**src/rtl/keypad_scanner_if.sv**
```systemverilog
// Handshake bundle between the keypad scanner and gencon's key inputs.
// The scanner is the master: it presents digits, operators and equal requests.
// Gencon is the slave: it answers with key_read and complete.
interface keypad_scanner_if;
  logic [3:0] keypad_input;
  logic       read_input;
  logic       key_read;
  logic [2:0] operator_input;
  logic       equal_input;
  logic       complete;

  modport master (
    output keypad_input,
    output read_input,
    output operator_input,
    output equal_input,
    input  key_read,
    input  complete
  );

  modport slave (
    input  keypad_input,
    input  read_input,
    input  operator_input,
    input  equal_input,
    output key_read,
    output complete
  );
endinterface

```
**src/rtl/keypad_scanner.sv**
```systemverilog
// 4x4 matrix keypad front end for gencon.
// Rotates a low row drive, synchronises and debounces the columns, and turns each
// accepted press into a digit handshake, a one-cycle operator pulse or an equal request.
// A press is issued exactly once; the key must be released cleanly before scanning resumes.
module keypad_scanner #(
  parameter int SCAN_DIV     = 1000,
  parameter int DEBOUNCE_CNT = 16
) (
  input  logic             clk,
  input  logic             nRST,
  output logic [3:0]       row_out,
  input  logic [3:0]       col_in,
  keypad_scanner_if.master gen
);

  localparam int DIV_W = (SCAN_DIV > 1) ? $clog2(SCAN_DIV) : 1;
  localparam int DEB_W = $clog2(DEBOUNCE_CNT + 1);

  typedef enum logic [2:0] {
    S_SCAN,
    S_DEBOUNCE,
    S_ISSUE,
    S_WAIT_ACK,
    S_WAIT_CMP,
    S_RELEASE
  } state_t;

  state_t            state_q, state_d;
  logic [3:0]        col_meta_q, col_meta_d;
  logic [3:0]        col_sync_q, col_sync_d;
  logic [1:0]        row_idx_q, row_idx_d;
  logic [3:0]        row_out_q, row_out_d;
  logic [DIV_W-1:0]  dwell_cnt_q, dwell_cnt_d;
  logic [DEB_W-1:0]  deb_cnt_q, deb_cnt_d;
  logic [3:0]        cap_col_q, cap_col_d;
  logic [3:0]        keypad_input_q, keypad_input_d;
  logic              read_input_q, read_input_d;
  logic [2:0]        operator_input_q, operator_input_d;
  logic              equal_input_q, equal_input_d;

  logic              one_low;
  logic [1:0]        cap_idx;
  logic [DEB_W-1:0]  deb_next;

  // Classify the synchronised columns and locate the captured column.
  always_comb begin
    one_low = 1'b0;
    cap_idx = 2'd0;
    case (col_sync_q)
      4'b1110, 4'b1101, 4'b1011, 4'b0111: one_low = 1'b1;
      default:                            one_low = 1'b0;
    endcase
    case (cap_col_q)
      4'b1101: cap_idx = 2'd1;
      4'b1011: cap_idx = 2'd2;
      4'b0111: cap_idx = 2'd3;
      default: cap_idx = 2'd0;
    endcase
  end

  // Next-state logic: scan, debounce, issue, wait for gencon, then wait for release.
  always_comb begin
    state_d          = state_q;
    col_meta_d       = col_in;
    col_sync_d       = col_meta_q;
    row_idx_d        = row_idx_q;
    dwell_cnt_d      = dwell_cnt_q;
    deb_cnt_d        = deb_cnt_q;
    cap_col_d        = cap_col_q;
    keypad_input_d   = keypad_input_q;
    read_input_d     = read_input_q;
    operator_input_d = operator_input_q;
    equal_input_d    = equal_input_q;
    deb_next         = deb_cnt_q + DEB_W'(1);

    case (state_q)
      S_SCAN: begin
        if (dwell_cnt_q == DIV_W'(SCAN_DIV - 1)) begin
          dwell_cnt_d = '0;
          if (one_low) begin
            state_d   = S_DEBOUNCE;
            cap_col_d = col_sync_q;
            deb_cnt_d = '0;
          end else begin
            row_idx_d = row_idx_q + 2'd1;
          end
        end else begin
          dwell_cnt_d = dwell_cnt_q + DIV_W'(1);
        end
      end

      S_DEBOUNCE: begin
        if (col_sync_q != cap_col_q) begin
          state_d     = S_SCAN;
          dwell_cnt_d = '0;
          deb_cnt_d   = '0;
        end else if (deb_next == DEB_W'(DEBOUNCE_CNT)) begin
          state_d   = S_ISSUE;
          deb_cnt_d = '0;
          case ({row_idx_q, cap_idx})
            4'h0: begin keypad_input_d = 4'd1; read_input_d = 1'b1; end
            4'h1: begin keypad_input_d = 4'd2; read_input_d = 1'b1; end
            4'h2: begin keypad_input_d = 4'd3; read_input_d = 1'b1; end
            4'h3: operator_input_d = 3'b010;
            4'h4: begin keypad_input_d = 4'd4; read_input_d = 1'b1; end
            4'h5: begin keypad_input_d = 4'd5; read_input_d = 1'b1; end
            4'h6: begin keypad_input_d = 4'd6; read_input_d = 1'b1; end
            4'h7: operator_input_d = 3'b011;
            4'h8: begin keypad_input_d = 4'd7; read_input_d = 1'b1; end
            4'h9: begin keypad_input_d = 4'd8; read_input_d = 1'b1; end
            4'hA: begin keypad_input_d = 4'd9; read_input_d = 1'b1; end
            4'hB: operator_input_d = 3'b100;
            4'hC: equal_input_d = 1'b1;
            4'hD: begin keypad_input_d = 4'd0; read_input_d = 1'b1; end
            4'hF: operator_input_d = 3'b001;
            default: ;
          endcase
        end else begin
          deb_cnt_d = deb_next;
        end
      end

      S_ISSUE: begin
        operator_input_d = 3'b000;
        if (read_input_q) begin
          state_d = S_WAIT_ACK;
        end else if (equal_input_q) begin
          state_d = S_WAIT_CMP;
        end else begin
          state_d = S_RELEASE;
        end
      end

      S_WAIT_ACK: begin
        if (gen.key_read) begin
          keypad_input_d = 4'd0;
          read_input_d   = 1'b0;
          state_d        = S_RELEASE;
        end
      end

      S_WAIT_CMP: begin
        if (gen.complete) begin
          equal_input_d = 1'b0;
          state_d       = S_RELEASE;
        end
      end

      S_RELEASE: begin
        if (col_sync_q == 4'hF) begin
          if (deb_next == DEB_W'(DEBOUNCE_CNT)) begin
            state_d     = S_SCAN;
            deb_cnt_d   = '0;
            dwell_cnt_d = '0;
            row_idx_d   = row_idx_q + 2'd1;
          end else begin
            deb_cnt_d = deb_next;
          end
        end else begin
          deb_cnt_d = '0;
        end
      end

      default: state_d = S_SCAN;
    endcase

    row_out_d = ~(4'b0001 << row_idx_d);
  end

  // State and output registers; reset returns everything to idle scanning of row 0.
  always_ff @(posedge clk or negedge nRST) begin
    if (!nRST) begin
      state_q          <= S_SCAN;
      col_meta_q       <= 4'hF;
      col_sync_q       <= 4'hF;
      row_idx_q        <= 2'd0;
      row_out_q        <= 4'b1110;
      dwell_cnt_q      <= '0;
      deb_cnt_q        <= '0;
      cap_col_q        <= 4'hF;
      keypad_input_q   <= 4'd0;
      read_input_q     <= 1'b0;
      operator_input_q <= 3'b000;
      equal_input_q    <= 1'b0;
    end else begin
      state_q          <= state_d;
      col_meta_q       <= col_meta_d;
      col_sync_q       <= col_sync_d;
      row_idx_q        <= row_idx_d;
      row_out_q        <= row_out_d;
      dwell_cnt_q      <= dwell_cnt_d;
      deb_cnt_q        <= deb_cnt_d;
      cap_col_q        <= cap_col_d;
      keypad_input_q   <= keypad_input_d;
      read_input_q     <= read_input_d;
      operator_input_q <= operator_input_d;
      equal_input_q    <= equal_input_d;
    end
  end

  assign row_out            = row_out_q;
  assign gen.keypad_input   = keypad_input_q;
  assign gen.read_input     = read_input_q;
  assign gen.operator_input = operator_input_q;
  assign gen.equal_input    = equal_input_q;

endmodule

```
**src/flat_wrapper.sv**
```systemverilog
// flat-port wrapper written by rule: the top's interface ports become plain ports
module keypad_scanner_flat 
#(
  parameter int SCAN_DIV     = 1000,
  parameter int DEBOUNCE_CNT = 16
)
  (clk, nRST, row_out, col_in, gen_keypad_input, gen_read_input, gen_operator_input, gen_equal_input, gen_key_read, gen_complete);
  keypad_scanner_if gen_i ();
  input  logic clk;
  input  logic nRST;
  output logic [3:0] row_out;
  input  logic [3:0] col_in;
  output wire logic [$bits(gen_i.keypad_input)-1:0] gen_keypad_input;
  output wire logic [$bits(gen_i.read_input)-1:0] gen_read_input;
  output wire logic [$bits(gen_i.operator_input)-1:0] gen_operator_input;
  output wire logic [$bits(gen_i.equal_input)-1:0] gen_equal_input;
  input wire logic [$bits(gen_i.key_read)-1:0] gen_key_read;
  input wire logic [$bits(gen_i.complete)-1:0] gen_complete;
  assign gen_keypad_input = gen_i.keypad_input;
  assign gen_read_input = gen_i.read_input;
  assign gen_operator_input = gen_i.operator_input;
  assign gen_equal_input = gen_i.equal_input;
  assign gen_i.key_read = gen_key_read;
  assign gen_i.complete = gen_complete;
  keypad_scanner #(.SCAN_DIV(SCAN_DIV), .DEBOUNCE_CNT(DEBOUNCE_CNT)) u_core (.clk(clk), .nRST(nRST), .row_out(row_out), .col_in(col_in), .gen(gen_i));
endmodule
```
**config.mk**
```make
export PLATFORM = sky130hd
export DESIGN_NAME = keypad_scanner_flat
export DESIGN_NICKNAME = d
export VERILOG_FILES = /design/src/rtl/keypad_scanner_if.sv /design/src/rtl/keypad_scanner.sv /design/src/flat_wrapper.sv
export SDC_FILE = /design/constraint.sdc
export NUM_CORES = 1
export LEC_CHECK = 0
export CAP_MARGIN = 20
export CORE_ASPECT_RATIO = 0.7
export CORE_UTILIZATION = 58
export CTS_CLUSTER_SIZE = 12
export DETAILED_ROUTE_END_ITERATION = 10
export MAX_ROUTING_LAYER = met4
export PLACE_DENSITY = 0.79
export SLEW_MARGIN = 20
export SYNTH_ARGS = -nofsm -noshare
export SYNTH_HDL_FRONTEND = slang
export SYNTH_SLANG_ARGS = --single-unit
```
**constraint.sdc**
```tcl
create_clock -name clk -period 3.05 [get_ports clk]
set_clock_uncertainty 0.15 [all_clocks]
set_input_delay 0.61 -clock clk [delete_from_list [all_inputs] [get_ports clk]]
set_output_delay 0.61 -clock clk [all_outputs]
set_load 0.005 [all_outputs]
```
Yosys cells after proc, flatten, opt, wreduce, memory -nomap -nowiden
Index checks and enable logic that the tools add are counted.
Word-level totals
  bits in registers: 45
  input port bits: 8
  output and inout port bits: 13
  word-level logic and storage cells: 125
Operators by class
  add/sub/neg operators: 3
  eq/ne operators: 44
  shifts and indexed selects: 1
  mux-type cells: 48
  bitwise gates (word level): 1
  reduce and logical (&&, ||, !) cells: 16
Operator list (count)
  equality test 4 bit, second input constant: 13
  two-way mux 10 bit: 4
  one-hot mux 4 bit (10 select lines): 1
  two-way mux 3 bit: 11
  one-hot mux 10 bit (3 select lines): 1
  two-way mux 5 bit: 5
  equality test 4 x 3 -> 1 bit, second input constant: 6
  one-hot mux 3 bit (6 select lines): 1
  one-hot mux 5 bit (3 select lines): 1
  AND reduction 5 bit: 3
  two-way mux 4 bit: 3
  != test 2 x 1 -> 1 bit, second input constant: 6
  one-hot mux 3 bit (4 select lines): 1
  != test 11 bit, second input constant: 1
  adder 10 x 1 -> 10 bit, second input constant: 1
  equality test 10 bit, second input constant: 1
  two-way mux 1 bit: 10
  != test 2 bit, second input constant: 5
  OR reduction 10 bit: 1
  equality test 4 x 2 -> 1 bit, second input constant: 2
  two-way mux 2 bit: 4
  one-hot mux 4 bit (2 select lines): 1
  AND reduction 4 bit: 2
  AND reduction 7 bit: 1
  22 further kinds: 28

Depth between registers and ports, before layout
  depth in word-level cells: 8
  mapped depth: 8
  gate-level depth less buffers: 7

Worst setup path before layout
OpenSTA, ideal clock, no wires.
  path type: reg-to-reg
  start: register u_core.dwell_cnt_q[0]
  end: register u_core.cap_col_q[0]
  library setup time: 0.085 ns
  arrival time: 2.041 ns
  required time: 2.815 ns
  path slack: 0.774 ns
  cell stages (with the launch flop): 7
  period minus slack after synthesis: 2.276 ns
  path through: dfrtp_1 -> ha_1 -> nand2_1 -> or4b_1 -> or3_4 -> nor4_4 -> mux2_1
On the way
  cells in the longest elaborated chain, start to end: 2
Ends and longest elaborated chain
  start: declaration: RTL line keypad_scanner.sv:33  | logic [DIV_W-1:0] dwell_cnt_q, dwell_cnt_d;
  start signal: assignment: RTL line keypad_scanner.sv:191  | dwell_cnt_q <= dwell_cnt_d;
  equality test 10 bit: RTL line keypad_scanner.sv:78  | if (dwell_cnt_q == DIV_W'(SCAN_DIV - 1)) begin
  AND reduction 3 bit (no line)
  end signal: assignment: RTL line keypad_scanner.sv:193  | cap_col_q <= cap_col_d;
  end: declaration: RTL line keypad_scanner.sv:35  | logic [3:0] cap_col_q, cap_col_d;
Every way passes these cells.
A chain may end at the register's enable or synchronous reset.

Worst setup path after layout
Ends and elaborated chain as after synthesis.

==> flow_summary.json <==
{
  "hold_class": "in2async",
  "max_stage_delay_ns": 0.49,
  "worst_pin_slew_ns": 0.796,
  "slew_headroom_pct": 46.7,
  "synthTopCellsByCount": "30 x dfrtp_1, 24 x nand2_1, 19 x nor2_1, 18 x o21ai_0, 15 x dfstp_2",
  "ys_seq_elements": 45,
  "cpLargestDelayFamily": "simple AND/OR/NAND/NOR gates",
  "wirelength_mm": 5.29,
  "synth_flop_cell": "dfrtp_1",
  "fin_crit_sh_pct": 81.1,
  "netlist_area_mm2": 0.00265,
  "cp.arrival_ns": 2.56,
  "whs_ns": 0.0700,
  "critical_path.slowest_cell": "or4b_1",
  "endpoint_kind": "flip-flop",
  "fin_crit_ns": 2.47,
  "rows": 20,
  "die_y_um": 58.5,
  "rr_worst_depth": 6,
  "post-dp-hpwl_mm": 3.72,
  "syn_avg_cell_area_um2": 9.91,
  "fmax_mhz": 404,
  "fin_setup_tns_ns": 0,
  "p_leak_nw": 1.23,
  "wl_per_cell_um": 15.5,
  "hold_violations": 0,
  "yosysMostFrequentCell": "dfrtp_1",
  "power.density_mw_per_mm2": 344,
  "synth_edf_count": 0,
  "synth_top_cells_by_area": "dfrtp_1 28%, dfstp_2 15%, a22o_1 3.6%",
  "n_fill_cell": 331,
  "status": "completed",
  "cts.path.max_buffers": 2,
  "initial_core_util_pct": 60.8,
  "drtAntennaViolNets": 0,
  "place_inst": 333,
  "synth_cells": 267,
  "r2r-end": "u_core.cap_col_q[0]",
  "dr.pass1.iters": 4,
  "diodes": 0,
  "synth.distinct_cells": 54,
  "htreeDepth": 2,
  "placed_area_mm2": 0.00288,
  "clk_latency_ns": 0.31,
  "cts.repair.resized": 0,
  "r2r-start": "u_core.dwell_cnt_q[0]",
  "clk_pin_slew_ns": 0.09,
  "rsz0062_at_grt": "no",
  "drtIter0Drc": 104,
  "vdd_drop_max_mv": 0.244,
  "numPortBuffers": 20,
  "drive_gt1_share_pct": 16.0,
  "syn_nets": 281,
  "hold_buffers": 0,
  "antenna_found_initial": 0,
  "power_w": 0.00103,
  "ioPinCount": 21,
  "path_buf_inv": 0,
  "grt_start_max_net_pins": 46,
  "grt_pass1_wl_mm": 8.42,
  "cts.sinks": 45,
  "drc_errors": 0,
  "die_w_um": 82.7,
  "yosysTopAreaCellShare_pct": 28.4,
  "clock-root-buffer": "clkbuf_8",
  "worst-path-stages": 6,
  "cp-start-kind": "flip-flop",
  "yosys.area.top_type": "dfrtp_1",
  "path_class": "reg2reg",
  "r2r_slack_ns": 0.58,
  "setup_violations": 0,
  "worstPathRequired_ns": 3.13,
  "avgViaCountPerCell": 6.25,
  "critical_path.cell_chain": "ha_1 > nand2_1 > or4b_1 > or3_4 > nor4_4 > mux2_1",
  "design_area_mm2": 0.00299,
  "startpoint": "u_core.dwell_cnt_q[0]",
  "crit_path_max_fanout": 5,
  "nets": 300,
  "crit_end": "u_core.cap_col_q[0]",
  "cts_buffers": 5,
  "vias": 2137,
  "post-cts-setup-buffers": 0,
  "overflow": 0,
  "cts_tree": "built",
  "grt_pass1_vias": 1771,
  "drv_cap": 0,
  "synth_warnings": 0,
  "gp_congestion": 0.828,
  "die_area_mm2": 0.00484,
  "slew_violations": 0,
  "yosysSeqAreaShare_pct": 43.3,
  "final_cells": 342,
  "grt.total_usage_pct": 24.2,
  "area_growth_pct": 13.0,
  "synthArstFlopShare_pct": 100,
  "design.core.area_mm2": 0.00435
}
## power breakdown
group	switching (W)	leakage (nW)	internal (W)	total, W
combinational	0.0000203	0.627	0.0000145	0.0000349
sequential	0.00000603	0.556	0.000607	0.000613
clock	0.000216	0.0447	0.000165	0.000381
total	0.000242	1.23	0.000786	0.00103
## worst register-to-register path, delay by kind of cell, from the launching register on
kind | cells | cell delay [ns]
fa+ha+maj | 1 | 0.26
flops | 1 | 0.43
mux | 1 | 0.38
simple gates | 4 | 1.19
## sequential cells by signal, summed over array words and instances, names as in the netlist, 3 cells and up
register	count
u_core.gen.operator_input	3
u_core.cap_col_q	4
u_core.gen.keypad_input	4
u_core.state_q	3
u_core.col_sync_q	4
u_core.col_meta_q	4
u_core.dwell_cnt_q	10
u_core.deb_cnt_q	5
u_core.row_out	4
## worst min-delay path by stage
stage / start / endpoint / slack (ns)
after floorplan: nRST / u_core.deb_cnt_q[0] / 0.16
after global placement: u_core.col_meta_q[0] / u_core.col_sync_q[0] / 0.20
after detailed placement: u_core.col_meta_q[3] / u_core.col_sync_q[3] / 0.20
after CTS: u_core.col_meta_q[3] / u_core.col_sync_q[3] / 0.21
after global routing: nRST / u_core.gen.operator_input[0] / 0.10
final: nRST / u_core.deb_cnt_q[4] / 0.07
## stage by stage
step / worst slack, ns / utilization (%)
detailed placement: 0.608 / 66.1
floorplan: 0.774 / -
finish: 0.576 / 68.7
global route: 0.423 / 68.7
CTS: 0.578 / 68.2
global placement: 0.677 / 66.1
## logic make-up (layout without fill, tap and decap cells)
logic type / count (synthesis) / count (layout) / share of synthesized area, %
XOR/XNOR: 7 / 7 / 2.32
multiplexers: 20 / 20 / 8.84
AO/OA/AOI/OAI: 70 / 70 / 18.1
buffers and inverters: 19 / 39 / 2.93
flip-flops: 45 / 45 / 43.3
adder cells (fa/ha/maj): 6 / 6 / 2.84
AND/OR/NAND/NOR: 100 / 100 / 21.7
## layout by cell type (no fill, tap or decap), types with 5 or more instances in the layout
cell and count:
dfrtp_1 30, nand2_1 24, nor2_1 19, clkdlybuf4s50_1 19, o21ai_0 18, dfstp_2 15, a21oi_1 12, a22o_1 11
inv_1 8, nand3_1 7, mux2_2 7, ha_1 6, mux2i_1 5, nor4_1 5, nor2b_1 5, nand4b_1 5
clkbuf_8 5
## metal layers
layer	vias up	wire length [um]	track usage [%]
met4	0	29	7.88
li1	1031	-	-
met2	55	2290	32.7
met3	5	226	5.12
met1	1046	2740	35.9
met5	-	0	-
## layout make-up
type / count / area (um2) / share of cell area (%)
clock buffer: 5 / 68.8 / 2.30
clock inverter: 3 / 25.0 / 0.836
inverter: 8 / 30.0 / 1.00
multi-input combinational: 203 / 1420 / 47.6
sequential: 45 / 1140 / 38.3
tap: 55 / 68.8 / 2.30
timing repair buffer: 23 / 230 / 7.70
(Power assumes the default switching activity.)
